===== src/rtl/upe_negate_sched.sv =====
// upe_negate_sched
// Round-robin scheduler that shares one external upe_negate64u datapath
// between NREQ requesters and returns each result, tagged with the index
// of the requester that produced it, through a one-entry output register.
//
// Optional feature macro: UPE_NEGATE_SCHED_CHECK_EN
//   When defined, every fire compares neg_out against a local complement
//   of neg_in, and a mismatch sets the sticky rsp_err output.
//
// Ports:
//   clk        system clock, rising edge
//   rst        synchronous active-high reset
//   req_valid  per-requester operand valid
//   req_data   operands; requester i occupies [64*i+63 : 64*i]
//   req_ready  one-hot grant, high only for the requester served this cycle
//   neg_in     operand driven to the shared negate unit
//   neg_out    combinational result from the shared negate unit
//   rsp_valid  output register holds a result
//   rsp_ready  consumer accepts the result
//   rsp_data   registered result
//   rsp_id     index of the requester that produced rsp_data
//   rsp_err    sticky self-check mismatch (only with UPE_NEGATE_SCHED_CHECK_EN)
//
// State table:
//   state   | meaning
//   S_EMPTY | output register holds nothing; a grant can always fire
//   S_FULL  | output register holds a result; a grant fires only on drain

module upe_negate_sched #(
    parameter int NREQ = 4,
    parameter int IDW  = 2
) (
    input  logic                 clk,
    input  logic                 rst,
    input  logic [NREQ-1:0]      req_valid,
    input  logic [64*NREQ-1:0]   req_data,
    output logic [NREQ-1:0]      req_ready,
    output logic [63:0]          neg_in,
    input  logic [63:0]          neg_out,
    output logic                 rsp_valid,
    input  logic                 rsp_ready,
    output logic [63:0]          rsp_data,
    output logic [IDW-1:0]       rsp_id
`ifdef UPE_NEGATE_SCHED_CHECK_EN
    ,
    output logic                 rsp_err
`endif
);

    typedef enum logic {
        S_EMPTY = 1'b0,
        S_FULL  = 1'b1
    } state_t;

    state_t         state;
    logic [IDW-1:0] ptr;
    logic [IDW-1:0] win_id;
    logic [IDW-1:0] ptr_nxt;
    logic           win_found;
    logic           slot_free;
    logic           fire;

    // ptr + k modulo NREQ; ptr is always < NREQ so one subtraction suffices.
    function automatic logic [IDW-1:0] wrap_add(input logic [IDW-1:0] base, input int k);
        int s;
        s = int'(base) + k;
        if (s >= NREQ) s = s - NREQ;
        return IDW'(s);
    endfunction

    // Scan from the farthest offset down to ptr itself so the last hit
    // (the one closest to ptr) wins. With no hit, win_id stays at ptr,
    // which also keeps neg_in on a real operand slice.
    always_comb begin
        win_found = 1'b0;
        win_id    = ptr;
        for (int k = NREQ - 1; k >= 0; k--) begin
            if (req_valid[wrap_add(ptr, k)]) begin
                win_found = 1'b1;
                win_id    = wrap_add(ptr, k);
            end
        end
    end

    assign ptr_nxt   = (int'(win_id) == NREQ - 1) ? '0 : win_id + IDW'(1);
    assign slot_free = (state == S_EMPTY) || rsp_ready;
    assign fire      = !rst && slot_free && win_found;
    assign req_ready = fire ? (NREQ'(1) << win_id) : '0;
    assign neg_in    = req_data[64*win_id +: 64];
    assign rsp_valid = (state == S_FULL);

    always_ff @(posedge clk) begin
        if (rst) begin
            state    <= S_EMPTY;
            ptr      <= '0;
            rsp_data <= '0;
            rsp_id   <= '0;
        end else begin
            if (fire) begin
                // A fire while FULL also drains, so the slot stays FULL.
                state    <= S_FULL;
                rsp_data <= neg_out;
                rsp_id   <= win_id;
                ptr      <= ptr_nxt;
            end else if (state == S_FULL && rsp_ready) begin
                state <= S_EMPTY;
            end
        end
    end

`ifdef UPE_NEGATE_SCHED_CHECK_EN
    always_ff @(posedge clk) begin
        if (rst) begin
            rsp_err <= 1'b0;
        end else if (fire && (neg_out != ~neg_in)) begin
            rsp_err <= 1'b1;
        end
    end
`endif

endmodule


===== config.mk =====
export PLATFORM = sky130hd
export DESIGN_NAME = upe_negate_sched
export DESIGN_NICKNAME = d
export VERILOG_FILES = /design/src/rtl/upe_negate_sched.sv
export SDC_FILE = /design/constraint.sdc
export NUM_CORES = 1
export LEC_CHECK = 0
export BUFFER_PORTS_ARGS = -buffer_cell sky130_fd_sc_hd__clkbuf_2
export CORE_AREA = 2 2 179 181
export DETAILED_ROUTE_END_ITERATION = 7
export DIE_AREA = 0 0 181 183
export SLEW_MARGIN = 20
export SYNTH_ARGS = -nofsm -noshare
export SYNTH_HDL_FRONTEND = slang
export SYNTH_SLANG_ARGS = --single-unit
export TNS_END_PERCENT = 5

===== constraint.sdc =====
create_clock -name clk -period 2.3 [get_ports clk]
set_clock_uncertainty 0.15 [all_clocks]
set_input_delay 0.46 -clock clk [delete_from_list [all_inputs] [get_ports clk]]
set_output_delay 0.46 -clock clk [all_outputs]
set_load 0.1 [all_outputs]

; ---- Word-level counts from Yosys, hierarchy flattened
; Cells that the tools add are included.
[classes]
n_addsub = 8
n_lt_le_gt_ge = 8
n_eq_ne = 1
n_shift = 2
muxes = 24
bitwise_logic = 1
n_reduce_logical = 6
[op_table]
columns = op, count
row1 = 256-bit by 9-bit indexed part select with 64-bit output, 1
row2 = 2-bit two-way mux, 9
row3 = "2-bit by 3-bit < comparator with 1-bit output, second input constant", 4
row4 = 1-bit two-way mux, 10
row5 = "3-bit >= comparator, second input constant", 3
row6 = 1-bit binary-select mux with 2-bit select, 4
row7 = "2-bit by 1-bit subtractor with 2-bit output, second input constant", 4
row8 = "2-bit by 2-bit adder with 3-bit output, second input constant", 2
row9 = 4-bit two-way mux, 1
row10 = "1-bit by 2-bit << shifter with 4-bit output, first input constant", 1
row11 = "2-bit by 1-bit adder with 3-bit output, second input constant", 1
row12 = "2-bit by 3-bit >= comparator with 1-bit output, second input constant", 1
row13 = 1-bit logical AND, 3
row14 = "2-bit by 1-bit adder with 2-bit output, second input constant", 1
row15 = "2-bit by 1-bit == test with 1-bit output, second input constant", 1
row16 = 2-bit nonzero test, 1
row17 = 1-bit zero test, 1
row18 = 1-bit logical OR, 1
row19 = 1-bit inverter, 1
[word_totals]
ff_bits = 69
in_bits = 327
out_inout_bits = 135
elab_cells = 54

; ---- Logic depth before layout (Yosys ltp)
[depth]
word_depth = 11
ltp_mapped = 9
depth_no_buf = 7

; ---- Least setup slack after synthesis
; OpenSTA, ideal clock, no wires.
[synth_timing]
kind = input-to-output
startpoint = in req_valid[3]
endpoint = out neg_in[0]
t_arrival_ns = 3.047
t_required_ns = 1.690
path_slack_ns = -1.357
cell_stages = 8
path_buffers = 2
path_cell_list = nor2b_1 > a2111oi_2 > nor2_2 > inv_2 > buf_6 > buf_2 > nand2_1 > a32oi_1
[synth_via]
elab_chain_cells = 7
word_cells_on_any_way = 13
classes_between = 1 x shift / 12 x mux
[synth_rtl]
columns = element, line_no
row1 = from (decl), 35  ; input logic [NREQ-1:0] req_valid,
row2 = 1-bit binary-select mux with 2-bit select, 78  ; if (req_valid[wrap_add(ptr, k)]) begin
row3 = 1-bit two-way mux (not written as such), 78
row4 = 2-bit two-way mux (3 in a row), 78
row5 = 2-bit two-way mux *, 78
row6 = 256-bit by 9-bit indexed part select with 64-bit output *, 89  ; assign neg_in = req_data[64*win_id +: 64];
row7 = to (decl), 38  ; output logic [63:0] neg_in,
; Mark *: on every way between the ends. The rest lies on a longest branch, timed or not. The select of a mux whose other input is x is not followed.

; ---- Final worst setup path
[layout_timing]
startpoint = reg ptr[1]
endpoint = out neg_in[3]
[layout_via]
elab_chain_cells = 10
word_cells_on_any_way = 28
classes_between = 7 x add/sub / 4 x order compare / 1 x shift / 16 x mux
[layout_rtl]
columns = element, line_no
row1 = from (decl), 56  ; logic [IDW-1:0] ptr;
row2 = from (signal assigned), 104  ; ptr <= ptr_nxt;
row3 = 2-bit by 2-bit adder with 3-bit output, 66  ; s = int'(base) + k;
row4 = 3-bit >= comparator / 2-bit by 1-bit subtractor with 2-bit output (equally long branches), 67  ; if (s >= NREQ) s = s - NREQ;
row5 = 2-bit two-way mux, 67
row6 = 1-bit binary-select mux with 2-bit select, 78
row7 = 1-bit two-way mux (not written as such), 78
row8 = 2-bit two-way mux (3 in a row), 78
row9 = 2-bit two-way mux *, 78
row10 = 256-bit by 9-bit indexed part select with 64-bit output *, 89
; Marks and branches as above.

==> out/metrics.json <==
{
  "run_status": "finished with violations",
  "violations": "setup timing",
  "vias": 6831,
  "post_route_ant_nets": 0,
  "finalWorstPathRequiredPeriod_ns": 2.90,
  "cts_buffer_depth": 2,
  "timing.critical_path.from": "ptr[1]",
  "clkTransAtPathRegs_ns": 0.06,
  "maxClockFrequency_mhz": 345,
  "cp-end-kind": "output port",
  "area_of_the_die_sq_um": 33100,
  "starting_density_of_the_core_pct": 13.7,
  "synthXorXnorAreaFrac_pct": 0,
  "net-switching-power_mw": 6.11,
  "met1_usage_pct": 19.3,
  "slew_headroom_pct": 49.9,
  "clock-root-buffer": "sky130_fd_sc_hd__clkbuf_16",
  "synth-seq-cells": 69,
  "synth_simple_gate_area_share_pct": 30.3,
  "grt_setup_unrepaired": "yes",
  "final_gp_congestion": 0.840,
  "switching_power_share_of_the_total_pct": 54.0,
  "buffer_ports.inserted": 461,
  "power.static_leakage_nw": 4.70,
  "power.internal_mw": 5.21,
  "layout-drive-gt1-share_pct": 56.7,
  "drcViolationCount": 0,
  "hold_path.class": "in2reg",
  "tritoncts": "built",
  "fin_nets": 1496,
  "vias_in_the_first_global_route": 6972,
  "synth.cell_area_sq_um": 4290,
  "dpl_worst_slack_ns": -0.685,
  "grt_start_max_net_pins": 70,
  "core_area_sq_um": 31200,
  "grt_first_pass_wirelength_um": 41400,
  "top_usage_layer": "met2",
  "critical_path.startpoint_type": "register",
  "synth-warning-count": 0,
  "reg2reg_from": "ptr[1]",
  "layout_worst_path_cycle_share_pct": 126,
  "worstSetupPathType": "reg2out",
  "io_pins": 462,
  "clock_sinks": 69,
  "cts-buffers-inserted": 9,
  "drt_pass1_iterations": 4,
  "die_height_um": 183,
  "path_max_fanout": 18,
  "finalSetupTns_ns": -35.17,
  "timing.max_cap.violations": 0,
  "synthCells": 683,
  "yosysUniqueCellTypes": 26,
  "report.final.setup_viol": 68,
  "synthMuxAreaShare_pct": 0.233,
  "vias_per_cell": 4.33,
  "finalWorstSetupSlack_ns": -0.599,
  "relative_area_change_from_synthesis_to_final_layout_pct": 145,
  "grt_use_total_pct": 16.1,
  "post_drt_wl_per_cell_um": 17.8,
  "globalRouteOverflowTotal": 0,
  "fill_cells": 3242,
  "combinational_group_share_of_total_power_pct": 77.0,
  "total_power_mw": 11.3,
  "synth_compound_area_share_pct": 30.0,
  "totalWireLength_um": 28100,
  "crit_arrival_ns": 2.29,
  "yosysSeqAreaShare_pct": 32.2,
  "use_met3_pct": 4.17,
  "worst_pin_slew_ns": 0.751,
  "min_from": "neg_out[7]",
  "grtUsageMet2_pct": 28.5,
  "worstPathRequired_ns": 1.69,
  "initial_antenna_violation_count": 8,
  "floorplan.rows": 65,
  "vdd.ir_drop.worst_v": 0.000515,
  "dpl.hpwl_um": 21900,
  "yosys.area_share.adder_pct": 0.291,
  "final_hold_violating_endpoints": 0,
  "slew_violations": 0,
  "share_seq_of_total_power_pct": 11.8,
  "pwr_density_cell_nw_per_um2": 1080,
  "initialDrtViolationCount": 263,
  "die-width_um": 181,
  "synth.net_count": 1011,
  "worst_r2r_path_depth": 9,
  "max_h_tree_level": 3,
  "min_delay_path_depth": 3,
  "mean_cell_area_of_the_mapped_netlist_sq_um": 6.29,
  "dominant_combinational_cell_family_by_area_after_synthesis": "simple AND/OR/NAND/NOR gates",
  "pwr-share-clk_pct": 11.1,
  "insertion_delay_ns": 0.32,
  "timing.hold.ws_ns": 0.197
}
-- per-layer routing --
metal,routed length [um],part of all wire (%)
met1,11500,41
met2,14000,50
met3,2040,7.3
met4,494,1.8
met5,19,0.068
-- synth_stat cells --
cell type / count / area share [%]
sky130_fd_sc_hd__inv_2: 1 / 0.087
sky130_fd_sc_hd__clkbuf_1: 33 / 2.9
sky130_fd_sc_hd__a211oi_1: 1 / 0.17
sky130_fd_sc_hd__ha_1: 1 / 0.29
sky130_fd_sc_hd__o21a_1: 1 / 0.17
sky130_fd_sc_hd__and2_1: 1 / 0.15
sky130_fd_sc_hd__nand2_1: 325 / 28
sky130_fd_sc_hd__nor2_2: 1 / 0.15
sky130_fd_sc_hd__a32oi_1: 64 / 13
sky130_fd_sc_hd__inv_1: 3 / 0.26
sky130_fd_sc_hd__nor2_1: 4 / 0.35
sky130_fd_sc_hd__o211ai_2: 1 / 0.29
sky130_fd_sc_hd__nor3_1: 1 / 0.12
sky130_fd_sc_hd__a21o_1: 1 / 0.17
sky130_fd_sc_hd__mux2i_1: 1 / 0.23
sky130_fd_sc_hd__nor2b_1: 4 / 0.58
sky130_fd_sc_hd__a2111oi_2: 1 / 0.35
sky130_fd_sc_hd__and3_1: 3 / 0.44
sky130_fd_sc_hd__a211o_1: 1 / 0.20
sky130_fd_sc_hd__dfxtp_1: 69 / 32
sky130_fd_sc_hd__a21oi_1: 133 / 16
sky130_fd_sc_hd__o21ai_0: 1 / 0.12
sky130_fd_sc_hd__buf_6: 1 / 0.26
sky130_fd_sc_hd__buf_2: 27 / 3.1
sky130_fd_sc_hd__buf_1: 3 / 0.26
sky130_fd_sc_hd__nor4_1: 1 / 0.15
-- kinds of logic (layout without fill, tap and decap cells) --
kind of cell | Yosys count | count (layout)
AO/OA/AOI/OAI | 204 | 204
adder cells (fa/ha/maj) | 1 | 1
buffers and inverters | 68 | 558
flip-flops | 69 | 69
multiplexers | 1 | 1
other | 0 | 3
AND/OR/NAND/NOR | 340 | 340
-- power by group through the flow --
stage	registers (mW)	logic, mW	clock network, mW
floorplan	1.94	4.92	0
global placement	1.35	8.16	0
detailed placement	1.36	8.21	0
CTS	1.34	8.77	1.31
global route	1.35	9.01	1.36
finish	1.34	8.72	1.26
-- per-stage QoR --
| step | util [%] | std cells | cell area (sq um) |
|---|---|---|---|
| detailed placement | 30.9 | 1541 | 9640 |
| global route | 33.7 | 1578 | 10500 |
| CTS | 33.7 | 1575 | 10500 |
| finish | 33.7 | 1578 | 10500 |
| floorplan | - | 683 | 5570 |
| global placement | 30.9 | 1541 | 9640 |
-- worst paths after layout --
check / slack, ns / to
setup / recovery: -0.60 / neg_in[3]
hold reg to reg: 0.30 / rsp_data[2]
setup reg to reg: 0.39 / ptr[1]
hold / removal: 0.20 / rsp_data[7]
-- flip-flops by register name, indices dropped and copies added, names as in the netlist --
name and cells:
rsp_data 64, ptr 2, rsp_valid 1, rsp_id 2
-- cells in the final DEF, fill, tap and decap left out, types with 2 or more instances in the layout --
master                      count
sky130_fd_sc_hd__nand2_2       28
sky130_fd_sc_hd__clkinv_2       3
sky130_fd_sc_hd__buf_6          3
sky130_fd_sc_hd__buf_4         48
sky130_fd_sc_hd__clkinv_4       2
sky130_fd_sc_hd__a21oi_1      129
sky130_fd_sc_hd__bufbuf_16      2
sky130_fd_sc_hd__a21oi_2        3
sky130_fd_sc_hd__nand2_1      295
sky130_fd_sc_hd__nor2_1         4
sky130_fd_sc_hd__buf_12        81
sky130_fd_sc_hd__dfxtp_1       67
sky130_fd_sc_hd__nand2_4        2
sky130_fd_sc_hd__inv_1          3
sky130_fd_sc_hd__clkbuf_16      9
sky130_fd_sc_hd__diode_2        3
sky130_fd_sc_hd__buf_16        11
sky130_fd_sc_hd__nor2b_1        2
sky130_fd_sc_hd__a32oi_4       64
sky130_fd_sc_hd__clkbuf_2     393
-- layout make-up --
type                            count  area [sq um]  area share, %
Antenna cell                        3          7.51         0.0713
Clock buffer                       10           229           2.18
Clock inverter                      6          40.0          0.380
Inverter                            4          22.5          0.214
Multi-Input combinational cell    546          3990           37.9
Sequential cell                    69          1390           13.2
Tap cell                          402           503           4.78
Timing Repair Buffer              538          4350           41.3
-- worst max-delay path, stage by stage, from the launching register on --
cell and delay (ns):
sky130_fd_sc_hd__dfxtp_4 0.36, sky130_fd_sc_hd__nor2b_4 0.13, sky130_fd_sc_hd__a2111oi_4 0.34, sky130_fd_sc_hd__nor2_4 0.11, sky130_fd_sc_hd__buf_6 0.16, sky130_fd_sc_hd__bufbuf_16 0.29
sky130_fd_sc_hd__a21oi_1 0.28, sky130_fd_sc_hd__a32oi_4 0.10, sky130_fd_sc_hd__buf_12 0.18
-- timing repair --
item | in CTS | in global routing
cloned | 11 | 0
hold buffers | 0 | 0
pin swaps | 31 | 10
endpoints found under the setup margin | 68 | 68
gates resized for setup | 57 | 5
buffers inserted | 8 | 0
Power figures use the tool's default switching activity.
